[config.mk]
export PLATFORM = sky130hd
export DESIGN_NAME = fpu_unpack_div_sqrt
export DESIGN_NICKNAME = d
export VERILOG_FILES = /design/src/rtl/fpu_defs_div_sqrt.sv /design/src/rtl/fpu_class_div_sqrt.sv /design/src/rtl/fpu_unpack_div_sqrt.sv
export SDC_FILE = /design/constraint.sdc
export NUM_CORES = 1
export LEC_CHECK = 0
export BUFFER_PORTS_ARGS = -buffer_cell sky130_fd_sc_hd__buf_2
export CAP_MARGIN = 20
export CORE_ASPECT_RATIO = 1.5
export CORE_MARGIN = 4
export CORE_UTILIZATION = 35
export CTS_BUF_LIST = sky130_fd_sc_hd__clkbuf_4 sky130_fd_sc_hd__clkbuf_8 sky130_fd_sc_hd__clkbuf_16
export DETAILED_ROUTE_END_ITERATION = 12
export GPL_ROUTABILITY_DRIVEN = 0
export PLACE_DENSITY_LB_ADDON = 0.25
export SYNTH_ARGS = -nofsm -noshare
export SYNTH_HDL_FRONTEND = slang
export SYNTH_SLANG_ARGS = --single-unit
export TNS_END_PERCENT = 100
[constraint.sdc]
create_clock -name Clk_CI -period 6.3 [get_ports Clk_CI]
set_clock_uncertainty 0.2 [all_clocks]
set_input_delay 0.63 -clock Clk_CI [delete_from_list [all_inputs] [get_ports Clk_CI]]
set_output_delay 0.63 -clock Clk_CI [all_outputs]
set_load 0.01 [all_outputs]
[src/rtl/fpu_defs_div_sqrt.sv]
// -----------------------------------------------------------------------------
// fpu_defs_div_sqrt
//   Shared definitions for the div/sqrt unpacking front end: IEEE-754 single
//   field widths, the exponent bias, the unpack FSM state encoding, the
//   per-operand classification record and the provisional result exponent
//   helper used both at job load and during mantissa normalization.
// -----------------------------------------------------------------------------
package fpu_defs_div_sqrt;

  localparam int C_OP   = 32;
  localparam int C_EXP  = 8;
  localparam int C_MANT = 23;
  localparam int C_RM   = 3;
  localparam int C_BIAS = 127;

  // Working exponent width: two guard bits so denormal pre-shifts and the
  // a - b + bias difference stay representable as a signed value.
  localparam int C_EXP_W = C_EXP + 2;

  localparam logic signed [C_EXP_W-1:0] EXP_ONE  = C_EXP_W'(1);
  localparam logic signed [C_EXP_W-1:0] EXP_BIAS = C_EXP_W'(C_BIAS);

  typedef enum logic [1:0] {
    IDLE = 2'd0,
    NORM = 2'd1,
    DONE = 2'd2
  } unpack_state_e;

  // Classification of one operand. eff_exp is the biased exponent with the
  // denormal convention applied (field 0 with nonzero fraction reads as 1).
  typedef struct packed {
    logic                       sign;
    logic signed [C_EXP_W-1:0]  eff_exp;
    logic [C_MANT:0]            mant;
    logic                       nan;
    logic                       inf;
    logic                       zero;
    logic                       denorm;
  } op_class_t;

  typedef struct packed {
    logic signed [C_EXP_W-1:0] exp;
    logic                      odd;
  } exp_res_t;

  // Provisional biased result exponent.
  //   div : Ea - Eb + bias
  //   sqrt: (Ea + bias) / 2, with the dropped LSB reported as "odd" so the
  //         core can pre-shift the mantissa by one.
  // The sqrt sum is always positive for any single-precision input, so the
  // arithmetic shift never sees a negative operand. No saturation is applied.
  function automatic exp_res_t calc_exp(input logic                      div,
                                        input logic signed [C_EXP_W-1:0] exp_a,
                                        input logic signed [C_EXP_W-1:0] exp_b);
    exp_res_t                  res;
    logic signed [C_EXP_W-1:0] sum;
    sum = exp_a + EXP_BIAS;
    if (div) begin
      res.exp = exp_a - exp_b + EXP_BIAS;
      res.odd = 1'b0;
    end else begin
      res.exp = sum >>> 1;
      res.odd = sum[0];
    end
    return res;
  endfunction

endpackage

[src/rtl/fpu_class_div_sqrt.sv]
// -----------------------------------------------------------------------------
// fpu_class_div_sqrt
//   Combinational classifier for a single IEEE-754 single-precision operand.
//
//   operand : raw 32-bit encoding
//   info    : {sign, eff_exp, mant24, nan, inf, zero, denorm}
//
//   mant24 carries the explicit hidden bit: 1 for normal/Inf/NaN encodings,
//   0 for denormals and zero, so a zero operand yields an all-zero mantissa.
// -----------------------------------------------------------------------------
module fpu_class_div_sqrt
  import fpu_defs_div_sqrt::*;
(
  input  logic [C_OP-1:0] operand,
  output op_class_t       info
);

  logic [C_EXP-1:0]  exp_field;
  logic [C_MANT-1:0] frac;
  logic              exp_max;
  logic              exp_zero;
  logic              frac_zero;

  assign exp_field = operand[C_OP-2 -: C_EXP];
  assign frac      = operand[C_MANT-1:0];
  assign exp_max   = &exp_field;
  assign exp_zero  = ~|exp_field;
  assign frac_zero = ~|frac;

  // NOTE: every field is assigned on every pass through this block; a field
  // left unassigned on some path would infer a latch.
  always_comb begin
    info.sign    = operand[C_OP-1];
    info.nan     = exp_max & ~frac_zero;
    info.inf     = exp_max & frac_zero;
    info.zero    = exp_zero & frac_zero;
    info.denorm  = exp_zero & ~frac_zero;
    info.mant    = {~exp_zero, frac};
    info.eff_exp = info.denorm ? EXP_ONE : $signed({2'b00, exp_field});
  end

endmodule

[src/rtl/fpu_unpack_div_sqrt.sv]
// -----------------------------------------------------------------------------
// fpu_unpack_div_sqrt
//   Operand unpack / pre-normalization stage in front of the iterative
//   div/sqrt mantissa core. Accepts a job, classifies both operands,
//   left-normalizes denormal mantissas one bit per cycle, computes the
//   provisional sign and exponent and holds the result behind a valid/ready
//   register stage.
//
//   Clk_CI, Rst_RBI          clock, synchronous active-low reset
//   Div_start_SI             start a / b (wins if both starts are high)
//   Sqrt_start_SI            start sqrt(a); b is ignored
//   Operand_a_DI/_b_DI       raw IEEE single operands
//   RM_SI                    rounding mode, captured on accept
//   Ready_SO                 a start is accepted this cycle
//   Ready_SI                 downstream takes the held result
//   Valid_SO                 result registers hold a finished job
//   Mant_a_DO/_b_DO          normalized 24-bit mantissas (0 for zero)
//   Exp_DO                   provisional biased result exponent (signed)
//   Exp_odd_SO               sqrt: exponent odd, core pre-shifts mantissa
//   Sign_DO                  result sign
//   Operand_a/b_dly_DO       captured raw operands
//   Inf/Zero/NaN_a/b_SO      operand class flags (b flags 0 for sqrt)
//   Invalid_SO               0/0, Inf/Inf or sqrt of negative nonzero value
//   Special_SO               result decided by class flags alone
//   Div/Sqrt_enable_SO       captured operation
//   RM_dly_SO                captured rounding mode
// -----------------------------------------------------------------------------
module fpu_unpack_div_sqrt
  import fpu_defs_div_sqrt::*;
(
  input  logic                     Clk_CI,
  input  logic                     Rst_RBI,
  input  logic                     Div_start_SI,
  input  logic                     Sqrt_start_SI,
  input  logic [C_OP-1:0]          Operand_a_DI,
  input  logic [C_OP-1:0]          Operand_b_DI,
  input  logic [C_RM-1:0]          RM_SI,
  output logic                     Ready_SO,
  input  logic                     Ready_SI,
  output logic                     Valid_SO,
  output logic [C_MANT:0]          Mant_a_DO,
  output logic [C_MANT:0]          Mant_b_DO,
  output logic signed [C_EXP+1:0]  Exp_DO,
  output logic                     Exp_odd_SO,
  output logic                     Sign_DO,
  output logic [C_OP-1:0]          Operand_a_dly_DO,
  output logic [C_OP-1:0]          Operand_b_dly_DO,
  output logic                     Inf_a_SO,
  output logic                     Inf_b_SO,
  output logic                     Zero_a_SO,
  output logic                     Zero_b_SO,
  output logic                     NaN_a_SO,
  output logic                     NaN_b_SO,
  output logic                     Invalid_SO,
  output logic                     Special_SO,
  output logic                     Div_enable_SO,
  output logic                     Sqrt_enable_SO,
  output logic [C_RM-1:0]          RM_dly_SO
);

  unpack_state_e state_q;

  // Effective exponents of the operands; they track the normalization
  // shifts so the result exponent can be recomputed each NORM cycle.
  logic signed [C_EXP_W-1:0] exp_a_q;
  logic signed [C_EXP_W-1:0] exp_b_q;

  op_class_t cls_a;
  op_class_t cls_b;

  fpu_class_div_sqrt u_class_a (
    .operand (Operand_a_DI),
    .info    (cls_a)
  );

  fpu_class_div_sqrt u_class_b (
    .operand (Operand_b_DI),
    .info    (cls_b)
  );

  // ---------------------------------------------------------------------------
  // Handshake
  // ---------------------------------------------------------------------------
  logic accept;

  assign Ready_SO = (state_q == IDLE) | ((state_q == DONE) & Ready_SI);
  assign accept   = (Div_start_SI | Sqrt_start_SI) & Ready_SO;

  // ---------------------------------------------------------------------------
  // Load-path values (new job) and one NORM step (current job)
  // ---------------------------------------------------------------------------
  logic                      ld_div;
  op_class_t                 cls_b_rel;
  logic                      ld_sign;
  logic                      ld_invalid;
  logic                      ld_special;
  logic                      ld_need_norm;
  exp_res_t                  ld_exp;

  logic                      shift_a;
  logic                      shift_b;
  logic [C_MANT:0]           nrm_mant_a;
  logic [C_MANT:0]           nrm_mant_b;
  logic signed [C_EXP_W-1:0] nrm_exp_a;
  logic signed [C_EXP_W-1:0] nrm_exp_b;
  logic                      nrm_done;
  exp_res_t                  nrm_exp;

  always_comb begin
    // Division has priority when both starts are raised.
    ld_div = Div_start_SI;

    // Operand b does not take part in sqrt; blank it so its flags,
    // mantissa and exponent cannot leak into the job.
    cls_b_rel = cls_b;
    if (!ld_div) cls_b_rel = '0;

    ld_sign = ld_div ? (cls_a.sign ^ cls_b.sign) : cls_a.sign;

    if (ld_div) begin
      ld_invalid = (cls_a.zero & cls_b.zero) | (cls_a.inf & cls_b.inf);
    end else begin
      ld_invalid = cls_a.sign & ~cls_a.zero & ~cls_a.nan;
    end

    ld_special = cls_a.nan | cls_b_rel.nan | cls_a.inf | cls_b_rel.inf |
                 cls_a.zero | cls_b_rel.zero | ld_invalid;

    // The classifier only flags denorm for nonzero, finite encodings.
    ld_need_norm = cls_a.denorm | cls_b_rel.denorm;

    ld_exp = calc_exp(ld_div, cls_a.eff_exp, cls_b_rel.eff_exp);

    // A zero mantissa would never reach a leading 1, so zero operands are
    // excluded; NaN/Inf already carry the hidden 1 and never qualify.
    shift_a = ~Mant_a_DO[C_MANT] & ~Zero_a_SO;
    shift_b = ~Mant_b_DO[C_MANT] & ~Zero_b_SO & Div_enable_SO;

    nrm_mant_a = shift_a ? {Mant_a_DO[C_MANT-1:0], 1'b0} : Mant_a_DO;
    nrm_mant_b = shift_b ? {Mant_b_DO[C_MANT-1:0], 1'b0} : Mant_b_DO;
    nrm_exp_a  = shift_a ? (exp_a_q - EXP_ONE) : exp_a_q;
    nrm_exp_b  = shift_b ? (exp_b_q - EXP_ONE) : exp_b_q;

    nrm_done = (nrm_mant_a[C_MANT] | Zero_a_SO) &
               (~Div_enable_SO | nrm_mant_b[C_MANT] | Zero_b_SO);

    nrm_exp = calc_exp(Div_enable_SO, nrm_exp_a, nrm_exp_b);
  end

  // ---------------------------------------------------------------------------
  // State and result registers
  // ---------------------------------------------------------------------------
  // NOTE: all state here is updated with non-blocking assignments so every
  // register samples the pre-edge values of the others, independent of the
  // statement order inside the block.
  always_ff @(posedge Clk_CI) begin
    if (!Rst_RBI) begin
      state_q          <= IDLE;
      Valid_SO         <= 1'b0;
      exp_a_q          <= '0;
      exp_b_q          <= '0;
      Mant_a_DO        <= '0;
      Mant_b_DO        <= '0;
      Exp_DO           <= '0;
      Exp_odd_SO       <= 1'b0;
      Sign_DO          <= 1'b0;
      Operand_a_dly_DO <= '0;
      Operand_b_dly_DO <= '0;
      Inf_a_SO         <= 1'b0;
      Inf_b_SO         <= 1'b0;
      Zero_a_SO        <= 1'b0;
      Zero_b_SO        <= 1'b0;
      NaN_a_SO         <= 1'b0;
      NaN_b_SO         <= 1'b0;
      Invalid_SO       <= 1'b0;
      Special_SO       <= 1'b0;
      Div_enable_SO    <= 1'b0;
      Sqrt_enable_SO   <= 1'b0;
      RM_dly_SO        <= '0;
    end else if (accept) begin
      // New job: from IDLE, or back-to-back with a DONE handshake.
      state_q          <= ld_need_norm ? NORM : DONE;
      Valid_SO         <= ~ld_need_norm;
      exp_a_q          <= cls_a.eff_exp;
      exp_b_q          <= cls_b_rel.eff_exp;
      Mant_a_DO        <= cls_a.mant;
      Mant_b_DO        <= cls_b_rel.mant;
      Exp_DO           <= ld_exp.exp;
      Exp_odd_SO       <= ld_exp.odd;
      Sign_DO          <= ld_sign;
      Operand_a_dly_DO <= Operand_a_DI;
      Operand_b_dly_DO <= Operand_b_DI;
      Inf_a_SO         <= cls_a.inf;
      Inf_b_SO         <= cls_b_rel.inf;
      Zero_a_SO        <= cls_a.zero;
      Zero_b_SO        <= cls_b_rel.zero;
      NaN_a_SO         <= cls_a.nan;
      NaN_b_SO         <= cls_b_rel.nan;
      Invalid_SO       <= ld_invalid;
      Special_SO       <= ld_special;
      Div_enable_SO    <= ld_div;
      Sqrt_enable_SO   <= ~ld_div;
      RM_dly_SO        <= RM_SI;
    end else begin
      unique case (state_q)
        NORM: begin
          Mant_a_DO  <= nrm_mant_a;
          Mant_b_DO  <= nrm_mant_b;
          exp_a_q    <= nrm_exp_a;
          exp_b_q    <= nrm_exp_b;
          Exp_DO     <= nrm_exp.exp;
          Exp_odd_SO <= nrm_exp.odd;
          if (nrm_done) begin
            state_q  <= DONE;
            Valid_SO <= 1'b1;
          end
        end
        DONE: begin
          // Handshake without a new start: release the result registers.
          if (Ready_SI) begin
            state_q  <= IDLE;
            Valid_SO <= 1'b0;
          end
        end
        default: begin
        end
      endcase
    end
  end

endmodule

* After elaboration in Yosys (flattened, before gate mapping)
Cells that the tools add are included. W data, S select, Z words.
Storage, ports and cells: flip-flop bits (word level) 160, bits of input ports 72
Operators by class: add/subtract/negate cells 8, eq/ne operators 4, muxes and demuxes 32, bitwise logic cells 41, reductions and logical operators 18
Operators with widths (number):
- $mux W24 | 6
- $mux W10 | 8
- $reduce_or A23 Y1 | 2
- $add A10 B8 Y10 const B | 4
- $mux W38 | 1
- $mux W11 | 2
- $sub A10 B10 Y10 | 2
- $sub A10 B2 Y10 const B | 2
- $and A1 B1 Y1 | 18
- $mux W8 | 2
- $reduce_and A8 Y1 | 2
- $reduce_or A8 Y1 | 2
- $or A1 B1 Y1 | 13
- $not A1 Y1 | 9
- $mux W2 | 4
- $mux W1 | 7
- $ne A3 B3 Y1 const B | 2
- $reduce_bool A2 Y1 | 3
- $logic_not A1 Y1 | 4
- $pmux W2 S2 | 1
- $reduce_and A2 Y1 | 2
- $reduce_and A3 Y1 | 1
- $reduce_bool A3 Y1 | 1
- $eq A2 B1 Y1 const B | 1
- other kinds (4) | 4

* Logic depth before layout (Yosys ltp)
word-level depth 11, mapped depth 16, gate-level depth less buffers 16

* Hierarchy
From an unflattened synthesis, not the netlist that was laid out.
Unflattened totals: cell total of the unflattened synthesis 1172, area total of the unflattened synthesis 8943.6 um2
Modules (own cells, without submodules):
- fpu_unpack_div_sqrt | instances 1, cells each 1058, area an instance 8200.4 um2
- fpu_class_div_sqrt | instances 2, cells each 57, area an instance 371.6 um2

* Worst setup path after synthesis
Ideal clock, no wire load.
path type input-to-reg, from input port Operand_a_DI[25], to register Exp_DO[9], arrival time 3521 ps, slack 2459 ps, stages on the path 16, path buffers 1, cell sequence clkbuf_1 -> or3_1 -> nor3_1 -> nor2b_1 -> or2_1 -> ha_1 -> ha_1 -> inv_1 -> fa_1 -> nand2b_1 -> a21oi_1 -> o21a_1 -> o21ai_0 -> nand4b_1 -> a21oi_1 -> a211o_1
On the way: longest elaborated chain between the ends 8, elaborated cells on any way between the ends 9, classes of those cells 3 x add/sub; 3 x mux; 1 x bitwise; 2 x reduce/logical
Ends and longest elaborated chain:
- from (decl) | RTL line fpu_unpack_div_sqrt.sv:35 | input logic [C_OP-1:0] Operand_a_DI,
- $reduce_or A8 Y1 | RTL line fpu_class_div_sqrt.sv:27 | assign exp_zero = ~|exp_field;
- $logic_not A1 Y1 | RTL line fpu_class_div_sqrt.sv:27
- $and A1 B1 Y1 | RTL line fpu_class_div_sqrt.sv:37 | info.denorm = exp_zero & ~frac_zero;
- $mux W8 * | RTL line fpu_class_div_sqrt.sv:39 | info.eff_exp = info.denorm ? EXP_ONE : $signed({2'b00, exp_field});
- $sub A10 B10 Y10 | RTL line fpu_defs_div_sqrt.sv:59 | res.exp = exp_a - exp_b + EXP_BIAS;
- $add A10 B8 Y10 | RTL line fpu_defs_div_sqrt.sv:59
- $mux W11 * | RTL line fpu_defs_div_sqrt.sv:58 | if (div) begin
- $mux W10 * | RTL line fpu_unpack_div_sqrt.sv:180 | end else if (accept) begin
- to (signal assigned) | RTL line fpu_unpack_div_sqrt.sv:188 | Exp_DO <= ld_exp.exp;
- to (signal assigned) | RTL line fpu_unpack_div_sqrt.sv:211 | Exp_DO <= nrm_exp.exp;
- to (decl) | RTL line fpu_unpack_div_sqrt.sv:43 | output logic signed [C_EXP+1:0] Exp_DO,
Every way passes the cells marked *; elsewhere a longest branch is shown, timed or not. A chain may end at the register's enable or synchronous reset.

* Worst setup path after layout
from register exp_a_q[0], to register Exp_DO[8]
On the way: longest elaborated chain between the ends 7, elaborated cells on any way between the ends 8, classes of those cells 4 x add/sub; 4 x mux
Ends and longest elaborated chain:
- from (decl) | RTL line fpu_unpack_div_sqrt.sv:65 | logic signed [C_EXP_W-1:0] exp_a_q;
- from (signal assigned) | RTL line fpu_unpack_div_sqrt.sv:184 | exp_a_q <= cls_a.eff_exp;
- from (signal assigned) | RTL line fpu_unpack_div_sqrt.sv:209 | exp_a_q <= nrm_exp_a;
- $sub A10 B2 Y10 | RTL line fpu_unpack_div_sqrt.sv:141 | nrm_exp_a = shift_a ? (exp_a_q - EXP_ONE) : exp_a_q;
- $mux W10 * | RTL line fpu_unpack_div_sqrt.sv:141
- $sub A10 B10 Y10 | RTL line fpu_defs_div_sqrt.sv:59
- $add A10 B8 Y10 | RTL line fpu_defs_div_sqrt.sv:59
- $mux W11 * | RTL line fpu_defs_div_sqrt.sv:58
- $mux W10 * | RTL line fpu_unpack_div_sqrt.sv:205 | unique case (state_q)
- $mux W10 * | RTL line fpu_unpack_div_sqrt.sv:180
Every way passes the cells marked *; elsewhere a longest branch is shown, timed or not. The select of a mux whose other input is x is not followed.

==> metrics list <==
- The synthesized netlist contains 65 unique library cells.
* Worst min-delay path class: in -> reg
- Total instance count after detailed placement: 1476
* Core box area: 22970 um^2
* Resized cells post-CTS: 0
- Tightest Pin Transition: between 0.8 and 0.9 ns
* Layout cell share with drive strength beyond 1: 23.11%
- Unrepaired setup endpoints after global routing: false
- The worst setup path is launched from a flip-flop.
- Fill cells in the final layout number roughly 2400.
- Die Ht: 194.9 um
- Number of buffers and inverters on the critical path: 1
- Gate Count Post-Synth: 1052
- The clock network accounts for 36.1% of the total power.
- The biggest area contributor in the post-synthesis netlist is sky130_fd_sc_hd__dfxtp_1.
- In this run the most critical hold path is launched from RM_SI[2].
* Count of hold buffers inserted by post-cts repair: 0
- Post-route ant nets: 0
- Static timing analysis puts the maximum clock frequency at 0.2402 GHz.
- Broken down by cell family, the worst path's largest delay share belongs to simple AND/OR/NAND/NOR gates.
- Detailed placement finished with a half-perimeter wire length of 20.10 mm.
- The initial utilization of the core area, before any placement, comes to 35.48%.
- Number of nets in the finished design: 1326
- After clock tree synthesis, the clock-pin slew on the worst setup and hold paths is 0.07 ns.
- After routing, the total negative slack on setup checks comes to 0 ns.
- Hold Path End: RM_dly_SO[2]
- DR pass1 iterations: 5
* Final setup margin: 2.137 ns
- Maximum fanout along the worst path: 8
- The share of the Yosys chip area taken by registers is about two fifths.
* Launch instance of the worst register-to-register path: exp_a_q[0]
- Summed over all cells, the static leakage comes to 0.004340 uW.
- Setup violators final: 0
- The count of cells in the finished layout, fillers not included, comes to 1510.
- Worst reg-to-reg path cell count: 13
- Clock tree from TritonCTS: done
- Flop pwr share: between 40 and 50%
* Final Hold Violating Endpoints: 0
* Setup WS pre-CTS: 1.810 ns
- For this run, the number of Yosys warnings is 0.
- Maximum clock insertion buffer count: 2
* Overall die width: 132.6 um
- Count of state elements after synthesis: 159
* Slew HR: 41.41%
- In this run the cell area of the synthesized design comes to 8150 um^2.
* Number of cells on the worst hold path: 3
- The flow ran to the end, and the final reports show no timing, DRC or antenna violations.
- Fraction of synthesis flops using an asynchronous set or reset pin: 0%
- Across all register-to-register paths, the minimum setup slack is around 2.1 ns.
- For this block, the routed nets add up to 27.73 mm of wire.
* Combinational group share of total power: approximately a quarter
- At the later pin of the worst-skew pair, clock insertion delay measures ~0.44 ns.
- Global-route wire length before repair: 43.56 mm
* Arr. time, crit path: 4.28 ns
- The clock net in this run drives a total of 159 sinks.
- Slowest cell delay on critical path: 0.61 ns
- By startpoint and endpoint, the worst setup path is classified as reg -> reg.
- Share of the cycle needed by the critical path after routing: 66.07%
- Net Sw Frac: 32.57%
- Cell row count: 68
- After detailed routing, the number of remaining DRC violations is 0.
- In the layout the commonest cells are 233 x sky130_fd_sc_hd__nand2_1, 210 x sky130_fd_sc_hd__buf_2, 159 x sky130_fd_sc_hd__dfxtp_1.
* Proportion of netlist area held by the largest area contributor: between 30% and 40%
- The number of nets handed over by synthesis was 1162.
- The signal on the critical path passes through inv_1, ha_1, nor3b_1, nand2_1, nor2_1, xor2_1, ha_1, ha_1, or4_1, a31oi_1, xor2_1, nor2_1, o31a_1.
- Port buffering added 210 buffers.
* Vias after detailed routing: just over 8000
* Area contributors post-synth: sky130_fd_sc_hd__dfxtp_1 39%, sky130_fd_sc_hd__nand2_1 11%, sky130_fd_sc_hd__a21oi_1 8.8%, sky130_fd_sc_hd__ha_1 5.5%, sky130_fd_sc_hd__o21ai_0 4.4%
* Cell type of the slowest stage on the worst timing path: sky130_fd_sc_hd__nor3b_1
* Final core utilization: 43.20%
- For the worst setup path, the data required time is 6.42 ns.
- Total routing resource utilization after global routing: between 20% and 30%
- The cell sitting at the root of the clock tree is a sky130_fd_sc_hd__clkbuf_16.
- The number of pins with negative max-slew slack in the final report is 0.
- Initial antenna violation count: 1
* Cts bufs inserted: 17
* Psw: a little over 900 uW
- Number of maximum-capacitance constraint violations: 0
- Average cell area after synthesis: 7.747 um^2
* Internal power summed over all cells: 1908 uW
* Count of flip-flops with a built-in enable after synthesis: 0
- Terminus of the critical flop-to-flop path: Exp_DO[8]
- After the first detailed-routing iteration, the DRC count stood at 539.
- In this run the number of H-tree levels came out at 4.
- After detailed routing, the average wire length per cell comes to 18.36 um.
* IO Pins: 211
- The die covers 25840 um^2.
* Cell seen most often among critical-path stages: sky130_fd_sc_hd__ha_1
* Final min period: 4.163 ns
* Setup bufs post-CTS: 0
- Global route total overflow: 0
- Critical path capture point type: flip-flop
- Across the VDD grid, the largest voltage drop is 190.4 uV.
* Vias in the first global route: 7970
* Maximum number of pins on one net before global-route repair: 85
- Relative to the synthesized area, the layout overhead comes to 21.77%.
* Prevailing post-synth register cell: sky130_fd_sc_hd__dfxtp_1
- The library cell used most frequently in the layout, excluding fill and tap cells, is sky130_fd_sc_hd__nand2_1.
* Routed vias/inst: between 5 and 6
- Power per standard cell area: ~290 nW/um^2
-- power groups by stage --
stage                     clock, uW  combinational [uW]  sequential, uW
after floorplan                   0                 422            1170
after global placement            0                 666            1150
after detailed placement          0                 669            1160
after CTS                      1050                 674            1130
after global routing           1100                 745            1150
final                          1020                 672            1130
-- final cells by class --
cell class	count	area, um^2	share of cell area [%]
clock inverters	13	128.9	1.299
flip-flops and latches	159	3183	32.07
clock buffers	19	440.4	4.438
well taps	280	350.3	3.530
inverters	24	92.59	0.9329
diodes	1	2.502	0.02521
multi-input cells	795	4608	46.43
repair buffers	219	1119	11.27
-- layer usage --
metal	global-route usage, %	vias up	share of wire, %
met5	0	-	0.047
met3	5.438	59	7.1
met1	25.10	3778	41
li1	-	4018	-
met2	35.13	284	48
met4	9.900	2	3.7
-- state kept, by name (all words and copies together) (netlist names) --
name / count
Special_SO: 1
Mant_b_DO: 24
Mant_a_DO: 24
exp_b_q: 10
Invalid_SO: 1
Inf_a_SO: 1
Inf_b_SO: 1
Sqrt_enable_SO: 1
Exp_odd_SO: 1
Exp_DO: 10
Sign_DO: 1
exp_a_q: 10
NaN_a_SO: 1
Operand_a_dly_DO: 32
Div_enable_SO: 1
Zero_a_SO: 1
Operand_b_dly_DO: 32
Zero_b_SO: 1
RM_dly_SO: 3
state_q: 1
Valid_SO: 1
NaN_b_SO: 1
-- cells by family (layout without fill, tap and decap cells) --
kind of cell / count (synthesis) / in the layout / synth area share (%)
AND/OR/NAND/NOR: 395 / 395 / 21.66
AO/OA/AOI/OAI: 299 / 299 / 21.12
flip-flops: 159 / 159 / 39.05
buffers and inverters: 98 / 275 / 4.636
adder cells (fa/ha/maj): 38 / 38 / 6.018
XOR/XNOR: 38 / 38 / 4.084
multiplexers: 25 / 25 / 3.423
other: 0 / 1 / 0
-- synth_stat cells, types with 3 or more instances --
cell and n:
sky130_fd_sc_hd__a32oi_1 7, sky130_fd_sc_hd__clkbuf_1 64, sky130_fd_sc_hd__xor2_1 15, sky130_fd_sc_hd__nand3_1 7
sky130_fd_sc_hd__nand3b_1 3, sky130_fd_sc_hd__ha_1 36, sky130_fd_sc_hd__nand2b_1 6, sky130_fd_sc_hd__nor3_1 23
sky130_fd_sc_hd__and3_1 6, sky130_fd_sc_hd__o22ai_1 3, sky130_fd_sc_hd__o211ai_1 4, sky130_fd_sc_hd__mux2_2 22
sky130_fd_sc_hd__o31a_1 3, sky130_fd_sc_hd__or4_1 6, sky130_fd_sc_hd__nor3b_1 5, sky130_fd_sc_hd__o21ai_0 71
sky130_fd_sc_hd__a22oi_1 5, sky130_fd_sc_hd__nand4_1 6, sky130_fd_sc_hd__nor4_1 16, sky130_fd_sc_hd__a21o_1 3
sky130_fd_sc_hd__and2_1 4, sky130_fd_sc_hd__a211oi_1 11, sky130_fd_sc_hd__or3_1 7, sky130_fd_sc_hd__a21oi_1 143
sky130_fd_sc_hd__a211o_1 3, sky130_fd_sc_hd__o221ai_1 3, sky130_fd_sc_hd__inv_1 22, sky130_fd_sc_hd__a31oi_1 12
sky130_fd_sc_hd__nand2_1 233, sky130_fd_sc_hd__nor2_1 56, sky130_fd_sc_hd__xnor2_1 23, sky130_fd_sc_hd__nor2b_1 5
sky130_fd_sc_hd__buf_1 7, sky130_fd_sc_hd__o21a_1 6, sky130_fd_sc_hd__dfxtp_1 159, sky130_fd_sc_hd__o21ai_1 7
-- worst max path at each step --
| stage | startpoint | endpoint | slack (ns) | cells past startpoint |
|---|---|---|---|---|
| 6_report | exp_a_q[0] | Exp_DO[8] | 2.14 | 13 |
| 5_1_grt | exp_a_q[0] | Exp_DO[8] | 1.79 | 13 |
| 4_1_cts | Div_enable_SO | Exp_DO[7] | 1.98 | 12 |
| 3_5_place_dp | Operand_a_DI[27] | Exp_DO[9] | 1.81 | 17 |
| 3_3_place_gp | Operand_a_DI[17] | Exp_DO[8] | 1.89 | 15 |
| 2_1_floorplan | Operand_a_DI[25] | Exp_DO[9] | 2.46 | 16 |
-- tightest hold or removal path: cells and delay by family --
family,cells,cell delay (ns)
AOI/OAI and AO/OA,1,0.05
buffers and inverters,1,0.09
and+or+nand+nor,1,0.05
-- metrics by stage --
step           power, uW  hold slack [ns]  area, um^2
2_1_floorplan       1594           0.2744        8150
3_5_place_dp        1825           0.2435        9345
5_1_grt             2988           0.2274        9922
3_3_place_gp        1819           0.2385        9345
6_report            2829           0.2362        9925
4_1_cts             2857           0.2151        9915
Power figures use the tool's default switching activity.
